`config.mk`:
```
export PLATFORM = sky130hd
export DESIGN_NAME = spi_flash_block_reader_flat
export DESIGN_NICKNAME = d
export VERILOG_FILES = /design/src/rtl/spi_flash_block_reader_if.sv /design/src/rtl/spi_flash_block_reader.sv /design/src/flat_wrapper.sv
export SDC_FILE = /design/constraint.sdc
export NUM_CORES = 1
export LEC_CHECK = 0
export CELL_PAD_IN_SITES_DETAIL_PLACEMENT = 0
export CELL_PAD_IN_SITES_GLOBAL_PLACEMENT = 2
export CORE_UTILIZATION = 34
export DETAILED_ROUTE_END_ITERATION = 8
export GPL_ROUTABILITY_DRIVEN = 0
export PLACE_DENSITY_LB_ADDON = 0.1
export REMOVE_ABC_BUFFERS = 1
export SLEW_MARGIN = 20
export SYNTH_ARGS = -nofsm -noshare
export SYNTH_HDL_FRONTEND = slang
export SYNTH_SLANG_ARGS = --single-unit
```
`constraint.sdc`:
```
create_clock -name clk -period 3.1 [get_ports clk]
set_clock_uncertainty 0.2 [all_clocks]
set_input_delay 0.31 -clock clk [delete_from_list [all_inputs] [get_ports clk]]
set_output_delay 0.31 -clock clk [all_outputs]
set_load 0.005 [all_outputs]
```
`src/rtl/spi_flash_block_reader_if.sv`:
```
// spi_flash_block_reader_if
//   Groups the read-request handshake, the BRAM write port and the four SPI
//   wires of the flash block reader into one bundle.
//   master : the block reader itself (drives busy, strobes, BRAM port, SPI outputs)
//   slave  : the surrounding loader/BRAM/flash (drives the request and MISO)
//   Signals:
//     read_addr[23:0]         flash start byte address, sampled with read_stb
//     read_len[BRAM_AW:0]     byte count, sampled with read_stb; 0 means a full block
//     read_stb                1-cycle start pulse
//     busy                    transaction in progress (incl. CS# recovery)
//     read_done_stb           1-cycle pulse after the last byte was written
//     write_bram_stb          1-cycle BRAM write strobe
//     write_bram_addr         byte index within the block
//     write_bram_data         received byte
//     spi_cs_n/clk/mosi/miso  SPI mode 3 bus
interface spi_flash_block_reader_if #(
  parameter int BRAM_AW = 9
);
  logic [23:0]        read_addr;
  logic [BRAM_AW:0]   read_len;
  logic               read_stb;
  logic               busy;
  logic               read_done_stb;
  logic               write_bram_stb;
  logic [BRAM_AW-1:0] write_bram_addr;
  logic [7:0]         write_bram_data;
  logic               spi_cs_n;
  logic               spi_clk;
  logic               spi_mosi;
  logic               spi_miso;

  modport master (
    input  read_addr, read_len, read_stb, spi_miso,
    output busy, read_done_stb, write_bram_stb, write_bram_addr, write_bram_data,
           spi_cs_n, spi_clk, spi_mosi
  );

  modport slave (
    output read_addr, read_len, read_stb, spi_miso,
    input  busy, read_done_stb, write_bram_stb, write_bram_addr, write_bram_data,
           spi_cs_n, spi_clk, spi_mosi
  );
endinterface

```
`src/rtl/spi_flash_block_reader.sv`:
```
// spi_flash_block_reader
//   Reads a block of bytes from an SPI NOR flash (READ 0x03 or FAST_READ 0x0B
//   with 8 dummy clocks) and streams every received byte to a BRAM write port.
//   SCK idles high (mode 3); MOSI changes on falling SCK, MISO is sampled on
//   rising SCK. SCK half-period is CLK_DIV clk cycles; CS# is held high for at
//   least CS_HIGH_CYC cycles between transactions.
//   Ports:
//     clk   system clock
//     rst   asynchronous reset, active high
//     bus   spi_flash_block_reader_if.master (request, BRAM port, SPI wires)
//
//   state      | meaning
//   -----------+---------------------------------------------------------
//   ST_IDLE    | CS# high, waiting for read_stb
//   ST_CMD     | shifting out the 8-bit command
//   ST_ADDR    | shifting out the 24-bit address
//   ST_DUMMY   | 8 dummy clocks (FAST_READ only), MOSI high
//   ST_DATA    | receiving bytes, one BRAM write per byte
//   ST_LAST    | last byte being written; SCK parked high
//   ST_CS_HIGH | CS# high recovery time, busy still asserted
module spi_flash_block_reader #(
  parameter int BLOCK_SIZE  = 512,
  parameter int BRAM_AW     = 9,
  parameter int CLK_DIV     = 1,
  parameter int FAST_READ   = 0,
  parameter int CS_HIGH_CYC = 2
) (
  input  logic clk,
  input  logic rst,
  spi_flash_block_reader_if.master bus
);

  localparam int DIV_W = (CLK_DIV > 1) ? $clog2(CLK_DIV) : 1;
  localparam int CSH_W = (CS_HIGH_CYC > 1) ? $clog2(CS_HIGH_CYC) : 1;
  localparam logic [DIV_W-1:0]   DIV_RELOAD = DIV_W'(CLK_DIV - 1);
  localparam logic [CSH_W-1:0]   CSH_RELOAD = CSH_W'(CS_HIGH_CYC - 1);
  localparam logic [BRAM_AW:0]   BLK_LEN    = (BRAM_AW+1)'(BLOCK_SIZE);
  localparam logic [7:0]         READ_CMD   = (FAST_READ != 0) ? 8'h0B : 8'h03;

  typedef enum logic [2:0] {
    ST_IDLE,
    ST_CMD,
    ST_ADDR,
    ST_DUMMY,
    ST_DATA,
    ST_LAST,
    ST_CS_HIGH
  } state_t;

  state_t             state, state_d;
  logic               sck, sck_d;
  logic               cs_n, cs_n_d;
  logic               mosi, mosi_d;
  logic               busy, busy_d;
  logic [DIV_W-1:0]   div_cnt, div_d;
  logic [4:0]         bit_cnt, bit_d;
  logic [CSH_W-1:0]   csh_cnt, csh_d;
  logic [BRAM_AW-1:0] byte_idx, idx_d;
  logic [BRAM_AW-1:0] last_idx, last_d;
  logic [31:0]        sh_out, sh_out_d;
  logic [6:0]         sh_in, sh_in_d;
  logic               wr_stb, wr_stb_d;
  logic [BRAM_AW-1:0] wr_addr, wr_addr_d;
  logic [7:0]         wr_data, wr_data_d;
  logic               done_stb, done_d;
  logic [BRAM_AW:0]   eff_len;

  // Zero or oversize lengths clamp to a full block.
  assign eff_len = (bus.read_len == '0 || bus.read_len > BLK_LEN) ? BLK_LEN : bus.read_len;

  always_comb begin
    state_d   = state;
    sck_d     = sck;
    cs_n_d    = cs_n;
    mosi_d    = mosi;
    busy_d    = busy;
    div_d     = div_cnt;
    bit_d     = bit_cnt;
    csh_d     = csh_cnt;
    idx_d     = byte_idx;
    last_d    = last_idx;
    sh_out_d  = sh_out;
    sh_in_d   = sh_in;
    wr_stb_d  = 1'b0;
    wr_addr_d = wr_addr;
    wr_data_d = wr_data;
    done_d    = 1'b0;

    case (state)
      ST_IDLE: begin
        if (bus.read_stb) begin
          cs_n_d   = 1'b0;
          busy_d   = 1'b1;
          sh_out_d = {READ_CMD, bus.read_addr};
          last_d   = BRAM_AW'(eff_len - 1'b1);
          idx_d    = '0;
          bit_d    = 5'd7;
          div_d    = DIV_RELOAD;
          sck_d    = 1'b1;
          mosi_d   = 1'b1;
          state_d  = ST_CMD;
        end
      end

      ST_CMD, ST_ADDR, ST_DUMMY, ST_DATA: begin
        if (div_cnt != '0) begin
          div_d = div_cnt - 1'b1;
        end else begin
          div_d = DIV_RELOAD;
          sck_d = ~sck;
          if (sck) begin
            // falling edge: present next command/address bit, MOSI idles high afterwards
            if (state == ST_CMD || state == ST_ADDR) begin
              mosi_d   = sh_out[31];
              sh_out_d = {sh_out[30:0], 1'b0};
            end else begin
              mosi_d = 1'b1;
            end
          end else begin
            // rising edge: sample MISO, count bits
            sh_in_d = {sh_in[5:0], bus.spi_miso};
            if (bit_cnt != 5'd0) begin
              bit_d = bit_cnt - 5'd1;
            end else if (state == ST_CMD) begin
              bit_d   = 5'd23;
              state_d = ST_ADDR;
            end else if (state == ST_ADDR) begin
              bit_d   = 5'd7;
              state_d = (FAST_READ != 0) ? ST_DUMMY : ST_DATA;
            end else if (state == ST_DUMMY) begin
              bit_d   = 5'd7;
              state_d = ST_DATA;
            end else begin
              wr_stb_d  = 1'b1;
              wr_data_d = {sh_in, bus.spi_miso};
              wr_addr_d = byte_idx;
              bit_d     = 5'd7;
              if (byte_idx == last_idx) begin
                // SCK stays high from here: ST_LAST does not toggle it
                state_d = ST_LAST;
              end else begin
                idx_d = byte_idx + 1'b1;
              end
            end
          end
        end
      end

      ST_LAST: begin
        cs_n_d  = 1'b1;
        mosi_d  = 1'b1;
        done_d  = 1'b1;
        csh_d   = CSH_RELOAD;
        state_d = ST_CS_HIGH;
      end

      ST_CS_HIGH: begin
        if (csh_cnt == '0) begin
          busy_d  = 1'b0;
          state_d = ST_IDLE;
        end else begin
          csh_d = csh_cnt - 1'b1;
        end
      end

      default: begin
        state_d = ST_IDLE;
        cs_n_d  = 1'b1;
        sck_d   = 1'b1;
        mosi_d  = 1'b1;
        busy_d  = 1'b0;
      end
    endcase
  end

  always_ff @(posedge clk or posedge rst) begin
    if (rst) begin
      state    <= ST_IDLE;
      sck      <= 1'b1;
      cs_n     <= 1'b1;
      mosi     <= 1'b1;
      busy     <= 1'b0;
      div_cnt  <= '0;
      bit_cnt  <= '0;
      csh_cnt  <= '0;
      byte_idx <= '0;
      last_idx <= '0;
      sh_out   <= '0;
      sh_in    <= '0;
      wr_stb   <= 1'b0;
      wr_addr  <= '0;
      wr_data  <= '0;
      done_stb <= 1'b0;
    end else begin
      state    <= state_d;
      sck      <= sck_d;
      cs_n     <= cs_n_d;
      mosi     <= mosi_d;
      busy     <= busy_d;
      div_cnt  <= div_d;
      bit_cnt  <= bit_d;
      csh_cnt  <= csh_d;
      byte_idx <= idx_d;
      last_idx <= last_d;
      sh_out   <= sh_out_d;
      sh_in    <= sh_in_d;
      wr_stb   <= wr_stb_d;
      wr_addr  <= wr_addr_d;
      wr_data  <= wr_data_d;
      done_stb <= done_d;
    end
  end

  assign bus.busy            = busy;
  assign bus.read_done_stb   = done_stb;
  assign bus.write_bram_stb  = wr_stb;
  assign bus.write_bram_addr = wr_addr;
  assign bus.write_bram_data = wr_data;
  assign bus.spi_cs_n        = cs_n;
  assign bus.spi_clk         = sck;
  assign bus.spi_mosi        = mosi;

endmodule

```
`src/flat_wrapper.sv`:
```
// flat-port wrapper written by rule: the top's interface ports become plain ports
module spi_flash_block_reader_flat 
#(
  parameter int BLOCK_SIZE  = 512,
  parameter int BRAM_AW     = 9,
  parameter int CLK_DIV     = 1,
  parameter int FAST_READ   = 0,
  parameter int CS_HIGH_CYC = 2
)
  (clk, rst, bus_read_addr, bus_read_len, bus_read_stb, bus_spi_miso, bus_busy, bus_read_done_stb, bus_write_bram_stb, bus_write_bram_addr, bus_write_bram_data, bus_spi_cs_n, bus_spi_clk, bus_spi_mosi);
  spi_flash_block_reader_if #(.BRAM_AW(BRAM_AW)) bus_i ();
  input  logic clk;
  input  logic rst;
  input wire logic [$bits(bus_i.read_addr)-1:0] bus_read_addr;
  input wire logic [$bits(bus_i.read_len)-1:0] bus_read_len;
  input wire logic [$bits(bus_i.read_stb)-1:0] bus_read_stb;
  input wire logic [$bits(bus_i.spi_miso)-1:0] bus_spi_miso;
  output wire logic [$bits(bus_i.busy)-1:0] bus_busy;
  output wire logic [$bits(bus_i.read_done_stb)-1:0] bus_read_done_stb;
  output wire logic [$bits(bus_i.write_bram_stb)-1:0] bus_write_bram_stb;
  output wire logic [$bits(bus_i.write_bram_addr)-1:0] bus_write_bram_addr;
  output wire logic [$bits(bus_i.write_bram_data)-1:0] bus_write_bram_data;
  output wire logic [$bits(bus_i.spi_cs_n)-1:0] bus_spi_cs_n;
  output wire logic [$bits(bus_i.spi_clk)-1:0] bus_spi_clk;
  output wire logic [$bits(bus_i.spi_mosi)-1:0] bus_spi_mosi;
  assign bus_i.read_addr = bus_read_addr;
  assign bus_i.read_len = bus_read_len;
  assign bus_i.read_stb = bus_read_stb;
  assign bus_i.spi_miso = bus_spi_miso;
  assign bus_busy = bus_i.busy;
  assign bus_read_done_stb = bus_i.read_done_stb;
  assign bus_write_bram_stb = bus_i.write_bram_stb;
  assign bus_write_bram_addr = bus_i.write_bram_addr;
  assign bus_write_bram_data = bus_i.write_bram_data;
  assign bus_spi_cs_n = bus_i.spi_cs_n;
  assign bus_spi_clk = bus_i.spi_clk;
  assign bus_spi_mosi = bus_i.spi_mosi;
  spi_flash_block_reader #(.BLOCK_SIZE(BLOCK_SIZE), .BRAM_AW(BRAM_AW), .CLK_DIV(CLK_DIV), .FAST_READ(FAST_READ), .CS_HIGH_CYC(CS_HIGH_CYC)) u_core (.clk(clk), .rst(rst), .bus(bus_i));
endmodule
```
### After elaboration in Yosys (flattened, before gate mapping)

Cells that the tools add are included.
W data, S select, Z words.

| storage, ports and cells | value |
|---|---|
| flip-flop bits (word level) | 90 |
| output and inout port bits | 23 |
| word-level logic and storage cells | 128 |

| operators by class | value |
|---|---|
| add/sub/neg operators | 5 |
| magnitude comparators | 1 |
| eq/ne operators | 19 |
| multiplexer cells | 54 |
| bitwise operators | 10 |
| reduce and logical (&&, ||, !) cells | 23 |

Operators by type and width:

| cell | count |
|---|---|
| $mux W32 | 4 |
| $mux W9 | 9 |
| $pmux W32 S2 | 1 |
| $mux W3 | 9 |
| $mux W5 | 5 |
| $ne A2 B2 Y1 const B | 9 |
| $pmux W9 S2 | 1 |
| $mux W1 | 17 |
| $pmux W3 S4 | 1 |
| $gt A10 B10 Y1 const B | 1 |
| $logic_not A10 Y1 | 1 |
| $not A1 Y1 | 10 |
| $pmux W5 S2 | 1 |
| $reduce_or A5 Y1 | 2 |
| $add A9 B1 Y9 const B | 1 |
| $eq A3 B3 Y1 const B | 3 |
| $eq A9 B9 Y1 | 1 |
| $pmux W1 S3 | 3 |
| $reduce_and A3 Y1 | 3 |
| $reduce_and A9 Y1 | 1 |
| $sub A9 B1 Y9 const B | 1 |
| $reduce_and A4 Y1 | 2 |
| $reduce_and A7 Y1 | 1 |
| $eq A3 B2 Y1 const B | 2 |
| 15 further kinds | 23 |

### Longest topological paths before layout

Gate-level depths: netlist of run 1.

| logic depth | value |
|---|---|
| word-level depth | 9 |
| gate-level depth with buffers | 9 |
| gate-level depth less buffers | 8 |

### Worst setup path after synthesis of run 1

Ideal clock, no wire load.

| timing | value |
|---|---|
| path kind | flip-flop to flip-flop |
| from | register u_core.bit_cnt[0] |
| to | register u_core.byte_idx[5] |
| arrival time | 2.010 ns |
| required time | 2.823 ns |
| slack | 0.812 ns |
| cell stages (with the launch flop) | 9 |
| buffers on the path | 1 |
| period minus slack after synthesis | 2.288 ns |
| path through | dfrtp_1 > inv_1 > ha_1 > nor3b_1 > a21oi_1 > a31o_2 > buf_2 > or4_1 > a21oi_1 |

| between the ends | value |
|---|---|
| word-level cells in the longest chain between the ends | 3 |

Ends and longest elaborated chain:

| element | line | text |
|---|---|---|
| from (decl) | spi_flash_block_reader.sv:56 | `logic [4:0] bit_cnt, bit_d;` |
| from (signal assigned) | spi_flash_block_reader.sv:201 | `bit_cnt <= bit_d;` |
| $reduce_bool A5 Y1 | spi_flash_block_reader.sv:122 | `if (bit_cnt != 5'd0) begin` |
| $ne A2 B2 Y1 (no line) | n/a |  |
| $reduce_and A9 Y1 (no line) | n/a |  |
| to (signal assigned) | spi_flash_block_reader.sv:203 | `byte_idx <= idx_d;` |
| to (decl) | spi_flash_block_reader.sv:58 | `logic [BRAM_AW-1:0] byte_idx, idx_d;` |

No other way between the ends.
A chain may end at the register's enable or synchronous reset.

### Worst setup path in the final report of run 1

| timing | value |
|---|---|
| from | register u_core.bit_cnt[0] |
| to | register u_core.byte_idx[6] |

Same word-level chain as after synthesis.

==> results of run 1 <==
cell type report:
type | instances | area (sq um)
Clock buffer | 13 | 270
Clock inverter | 3 | 15.0
Fill cell | 1210 | 6720
Inverter | 9 | 35.0
Multi-Input combinational cell | 313 | 1920
Sequential cell | 89 | 2230
Tap cell | 168 | 210
Timing Repair Buffer | 73 | 711
worst max-delay path, cell delays in order, from the launching register on:
cell                       delay [ns]
sky130_fd_sc_hd__dfrtp_1         0.41
sky130_fd_sc_hd__inv_1           0.07
sky130_fd_sc_hd__ha_1            0.19
sky130_fd_sc_hd__nor3b_1         0.37
sky130_fd_sc_hd__a21oi_1         0.18
sky130_fd_sc_hd__a311oi_2        0.37
sky130_fd_sc_hd__or4b_1          0.47
sky130_fd_sc_hd__a21oi_1         0.15
kinds of logic after synthesis:
kind of cell / count (synthesis) / share of synthesized area [%]
adders and majority gates: 3 / 0.878
muxes: 34 / 8.25
AOI/OAI and AO/OA: 99 / 14.8
and+or+nand+nor: 161 / 17.5
buffers and inverters: 32 / 3.13
DFF: 89 / 52.2
xor gates and xnor gates: 16 / 3.28
per-stage QoR:
stage / total power, mW / setup slack, ns / util [%] / std cells
floorplan: 3.18 / -0.161 / - / 411
global placement: 3.75 / 0.492 / 42.2 / 652
detailed placement: 3.79 / 0.482 / 42.2 / 652
CTS: 4.87 / 0.605 / 44.6 / 668
global route: 5.20 / 0.367 / 44.6 / 668
finish: 4.78 / 0.616 / 44.6 / 668
power by group:
group	switching (mW)	total (mW)	internal [mW]
combinational	0.997	1.88	0.882
clock	0.448	1.05	0.605
sequential	0.303	1.85	1.55
total	1.75	4.78	3.04
cells in the final DEF (no fill, tap or decap), types with 9 or more instances in the layout:
cell,n
sky130_fd_sc_hd__nor2_1,17
sky130_fd_sc_hd__xor2_1,9
sky130_fd_sc_hd__dfrtp_1,86
sky130_fd_sc_hd__buf_4,12
sky130_fd_sc_hd__clkbuf_16,9
sky130_fd_sc_hd__mux2_2,10
sky130_fd_sc_hd__clkdlybuf4s50_1,60
sky130_fd_sc_hd__a21oi_1,22
sky130_fd_sc_hd__mux2i_1,24
sky130_fd_sc_hd__o21ai_0,32
sky130_fd_sc_hd__nand2_1,97
registers in the layout, summed over array words and instances (netlist names), 3 cells and up:
name and count:
u_core.sh_out 32, u_core.bus.write_bram_addr 9, u_core.byte_idx 9, u_core.last_idx 9, u_core.bus.write_bram_data 8, u_core.sh_in 7, u_core.bit_cnt 5, u_core.state 3
worst paths after layout:
check	from	endpoint	slack [ns]	depth (start not counted)
setup / recovery	u_core.bit_cnt[0]	u_core.byte_idx[6]	0.62	7
hold / removal	rst	u_core.sh_out[2]	0.09	2
setup reg to reg	u_core.bit_cnt[0]	u_core.byte_idx[6]	0.62	7
min in group clk	u_core.bus.write_bram_addr[5]	u_core.bus.write_bram_addr[5]	0.27	2
max in group asynchronous	rst	u_core.bus.spi_mosi	1.92	3
hold reg to reg	u_core.bus.write_bram_addr[5]	u_core.bus.write_bram_addr[5]	0.27	2
routing by layer:
layer,up-vias,global-route usage [%],wire length (um)
met3,11,3.86,398
met2,54,24.0,4050
met4,0,7.53,191
met5,-,0,0
li1,1661,-,-
met1,1591,21.1,4500
==> impl_metrics.toml, run 1 <==
[yosys]
synth-warning-count = 0
synth_seq_area_share_pct = 52.2
syn_area_sq_um = 4280
synth-seq-cells = 89
dominantRegCellSynth = "sky130_fd_sc_hd__dfrtp_1"
yosys-top-cells-count = "sky130_fd_sc_hd__nand2_1, sky130_fd_sc_hd__dfrtp_1, sky130_fd_sc_hd__o21ai_0"
number_of_enable_type_register_cells_in_the_synthesized_netlist = 0
synth_area_leaders = "sky130_fd_sc_hd__dfrtp_1, sky130_fd_sc_hd__nand2_1, sky130_fd_sc_hd__mux2i_1"
synth.distinct_cells = 55
avgSynthCellArea_sq_um = 9.85
synthArstFlopShare_pct = 100
synth.top_cell.area_share_pct = 50.3
synth_top_cell_by_area = "sky130_fd_sc_hd__dfrtp_1"
yosys.cell_count.top_type = "sky130_fd_sc_hd__nand2_1"
syn_inst = 434

[cells_and_area]
drive_above_1_share_pct = 11.2
syn2layout_area_growth_pct = 26.2
nets = 536
post-route-cell-area_sq_um = 5400
num_antenna_cells = 0

[routing]
routed_via_density = 4.97
post-route-drc-count = 0
drtAntennaViolNets = 0
detail_route.first_pass.iterations = 4
num_vias = 3317
first_iter_violations = 126
finalWirelength_um = 9130
detail_route.wl_per_cell_um = 13.7

[sta]
maxClockFrequency_mhz = 403
fin_setup_tns_ns = 0
grt_setup_unrepaired = "no"
finalSetupViolations = 0
report.final.hold_viol_count = 0
timing.final.crit_share_pct = 80.1
tightestPinTransition_ns = 0.628
hold-worst-slack_ns = 0.0906
timing_max_transition_violations_final = 0
post-route-min-period_ns = 2.48
worst_slew_margin_rel_pct = 58.1

[status]
run_status = "completed"

[clocking]
clk_path_buf_depth = 2
clk-insertion-delay-late_ns = 0.35
h-tree-depth = 3
cts.repair.resized = 0
tritoncts.num_buffers = 9
cts_tree = "yes"
post_cts_buffers = 0
postCtsHoldBufs = 0
ctsRootBufferMaster = "sky130_fd_sc_hd__clkbuf_16"
cts.sinks = 89
clk_transition_reported_paths_ns = 0.06

[critical_path]
arrival_time_at_the_worst_endpoint_ns = 2.56
cp-end-kind = "flop"
required_time_of_the_critical_path_ns = 3.17
timing.critical_path.fanout_max = 4
timing.setup.critical_path_class = "flop to flop"
startpoint_type = "flop"

[place]
numPortBuffers = 60
placed_instance_area_sq_um = 5110
dp_hpwl_um = 6350

[power]
p_leak_nw = 2.41
vdd_drop_max_mv = 0.399
pwr_density_cell_nw_per_um2 = 886

[global_route]
vias_in_the_first_global_route = 3215
grt.total_usage_pct = 15.8
grt_start_max_net_pins = 54
grt-ovfl-total = 0
grt_antenna_before_repair = 0
grt_first_pass_wirelength_um = 16000

[floorplan]
floorplan.die_area_sq_um = 13000
die_height_um = 114
ioPinCount = 61
initial_utilization_pct = 35.3
fp-row-count = 40
die_x_um = 114
coreArea_sq_um = 12100

[min_path]
min-delay-path-class = "input pin to asynchronous set/reset pin"

[flow_run]
maxCapViolations = 0
No activity file was read; power rests on OpenSTA's default activity.
==> inputs of run 2 (changes only) <==
- CORE_UTILIZATION: 34 -> 31
- clock period: 3.1 -> 2.1 ns (I/O delays scaled with it)
==> run 2 against run 1 <==
Against the previous run: the run now ends with negative setup slack left; sequential cell count unchanged; register-to-register slack worse by 0.73 ns; non-clock buffer count up 64; highest routed layer unchanged; wire length up 13%; first-iteration DRC count up 8.7%; critical endpoint unchanged; worst setup slack worse by 0.73 ns; critical path type unchanged.
==> impl_metrics.toml, run 2 (same netlist as run 1, synthesis figures left out) <==
[critical_path]
startpoint = "u_core.bit_cnt[0]"
required_time_of_the_critical_path_ns = 2.17
r2r_start = "u_core.bit_cnt[0]"
startpoint_type = "flop"
timing.setup.critical_path_class = "flop to flop"
cp-end-kind = "flop"
reg2regPathDepth = 7
arrival_time_at_the_worst_endpoint_ns = 2.29
timing.critical_path.fanout_max = 4

[floorplan]
die_x_um = 119
fp-row-count = 42
floorplan.die_area_sq_um = 14300
die_height_um = 119
ioPinCount = 61
initial_utilization_pct = 32.0
coreArea_sq_um = 13300

[flow_run]
maxCapViolations = 0

[routing]
num_vias = 3555
drtAntennaViolNets = 0
post-route-drc-count = 0
first_iter_violations = 137
detail_route.wl_per_cell_um = 13.9
finalWirelength_um = 10300
routed_via_density = 4.80
detail_route.first_pass.iterations = 4

[sta]
post-route-min-period_ns = 2.22
grt_setup_unrepaired = "yes"
tightestPinTransition_ns = 0.437
timing_max_transition_violations_final = 0
timing.final.crit_share_pct = 106
maxClockFrequency_mhz = 451
setup_ws_ns = -0.117
finalSetupViolations = 23
worst_slew_margin_rel_pct = 70.9
report.final.hold_viol_count = 0

[cells_and_area]
largest_register_ffs = 32
num_antenna_cells = 0
drive_above_1_share_pct = 29.8
nets = 600
most-common-layout-cells = "sky130_fd_sc_hd__dfrtp_1, sky130_fd_sc_hd__nand2_1, sky130_fd_sc_hd__clkdlybuf4s50_1"
syn2layout_area_growth_pct = 49.3
leading_cell_type_in_the_layout_fill_and_taps_excluded = "sky130_fd_sc_hd__dfrtp_1"
instances_no_fill = 740
regMostFlops = "u_core.sh_out"

[power]
pwr_density_cell_nw_per_um2 = 1220
totalPowerFinal_mw = 7.80
vdd_drop_max_mv = 0.534
p_leak_nw = 2.99

[place]
place_inst = 710
numPortBuffers = 60
dp_hpwl_um = 6830

[global_route]
grt_antenna_before_repair = 0
grtUsageMet1_pct = 19.5
met2_track_demand_over_resource_pct = 24.2
gr-usage-met3_pct = 2.97
grt_start_max_net_pins = 54
top_usage_layer = "met2"
grt-ovfl-total = 0
grt_first_pass_wirelength_um = 16800
vias_in_the_first_global_route = 3432
grt.total_usage_pct = 15.0

[clocking]
clk_transition_reported_paths_ns = 0.06
clk_path_buf_depth = 2
ctsRootBufferMaster = "sky130_fd_sc_hd__clkbuf_16"
cts.sinks = 89
clk-insertion-delay-late_ns = 0.34
h-tree-depth = 3
cts_tree = "yes"
tritoncts.num_buffers = 9

[min_path]
hold-path-cell-count = 3
min-delay-path-class = "input pin to flop"
hold_path.startpoint = "bus_spi_miso"

[status]
failed_checks = "negative setup slack"
run_status = "finished, violations left"
run 2: cell count changes in the layout (fill, tap and decap cells not counted), sizes merged:
cell         delta
clkinv          -1
dlygate4sd3     +1
buf            +59
clkbuf          +4
bufinv          +1
run 2: per-stage QoR:
stage                     setup TNS (ns)  setup WS [ns]  hold WS [ns]  area [sq um]  util (%)
after floorplan                   -96.10          -1.16         0.113          4180         -
after global placement             -2.83         -0.307         0.258          5570      41.7
after detailed placement           -3.19         -0.330         0.261          5570      41.7
after CTS                         -0.707        -0.0461         0.229          6000      45.0
after global routing               -3.89         -0.193         0.261          6380      47.8
final                              -1.57         -0.117         0.230          6380      47.8
run 2: layout make-up:
type                    instances  area [sq um]
fillers                      1312          6960
flip-flops and latches         89          2230
multi-input cells             313          2180
repair buffers                137          1410
clock buffers                  13           260
well taps                     176           220
clock inverters                 3          40.0
inverters                       9          37.5
run 2: critical path, stage by stage (launching register included):
cell and delay, ns:
sky130_fd_sc_hd__dfrtp_1 0.38, sky130_fd_sc_hd__inv_1 0.06, sky130_fd_sc_hd__ha_2 0.18, sky130_fd_sc_hd__nor3b_4 0.21, sky130_fd_sc_hd__a21oi_2 0.10, sky130_fd_sc_hd__a311oi_2 0.36, sky130_fd_sc_hd__or4b_4 0.52, sky130_fd_sc_hd__a21oi_2 0.13
run 2: metal layers:
| metal | part of all wire [%] | up-vias |
|---|---|---|
| met1 | 47 | 1700 |
| met4 | 1.8 | 0 |
| li1 | - | 1785 |
| met5 | 0 | - |
| met3 | 3.4 | 13 |
| met2 | 48 | 57 |
run 2: worst paths after layout:
path	endpoint	slack, ns
max	u_core.byte_idx[6]	-0.12
min	u_core.bus.write_bram_data[0]	0.23
max reg2reg	u_core.byte_idx[6]	-0.12
min reg2reg	u_core.bus.write_bram_addr[4]	0.27
max in group asynchronous	u_core.bus.write_bram_addr[5]	0.67
min in group asynchronous	u_core.sh_out[13]	0.48
run 2: what timing repair did:
| action | CTS | global route |
|---|---|---|
| setup endpoints to repair | 25 | 34 |
| buffers inserted | 7 | 7 |
| pin swaps | 5 | 42 |
| cloned | 1 | 4 |
| resized for setup | 13 | 65 |
| hold buffers | 1 | 0 |
| endpoints found under the hold margin | 11 | 0 |
run 2: power breakdown:
part	leakage, nW	total, mW	switching, mW	internal (mW)
logic	1.71	3.45	1.69	1.76
registers	1.13	2.71	0.422	2.29
clock network	0.150	1.64	0.658	0.984
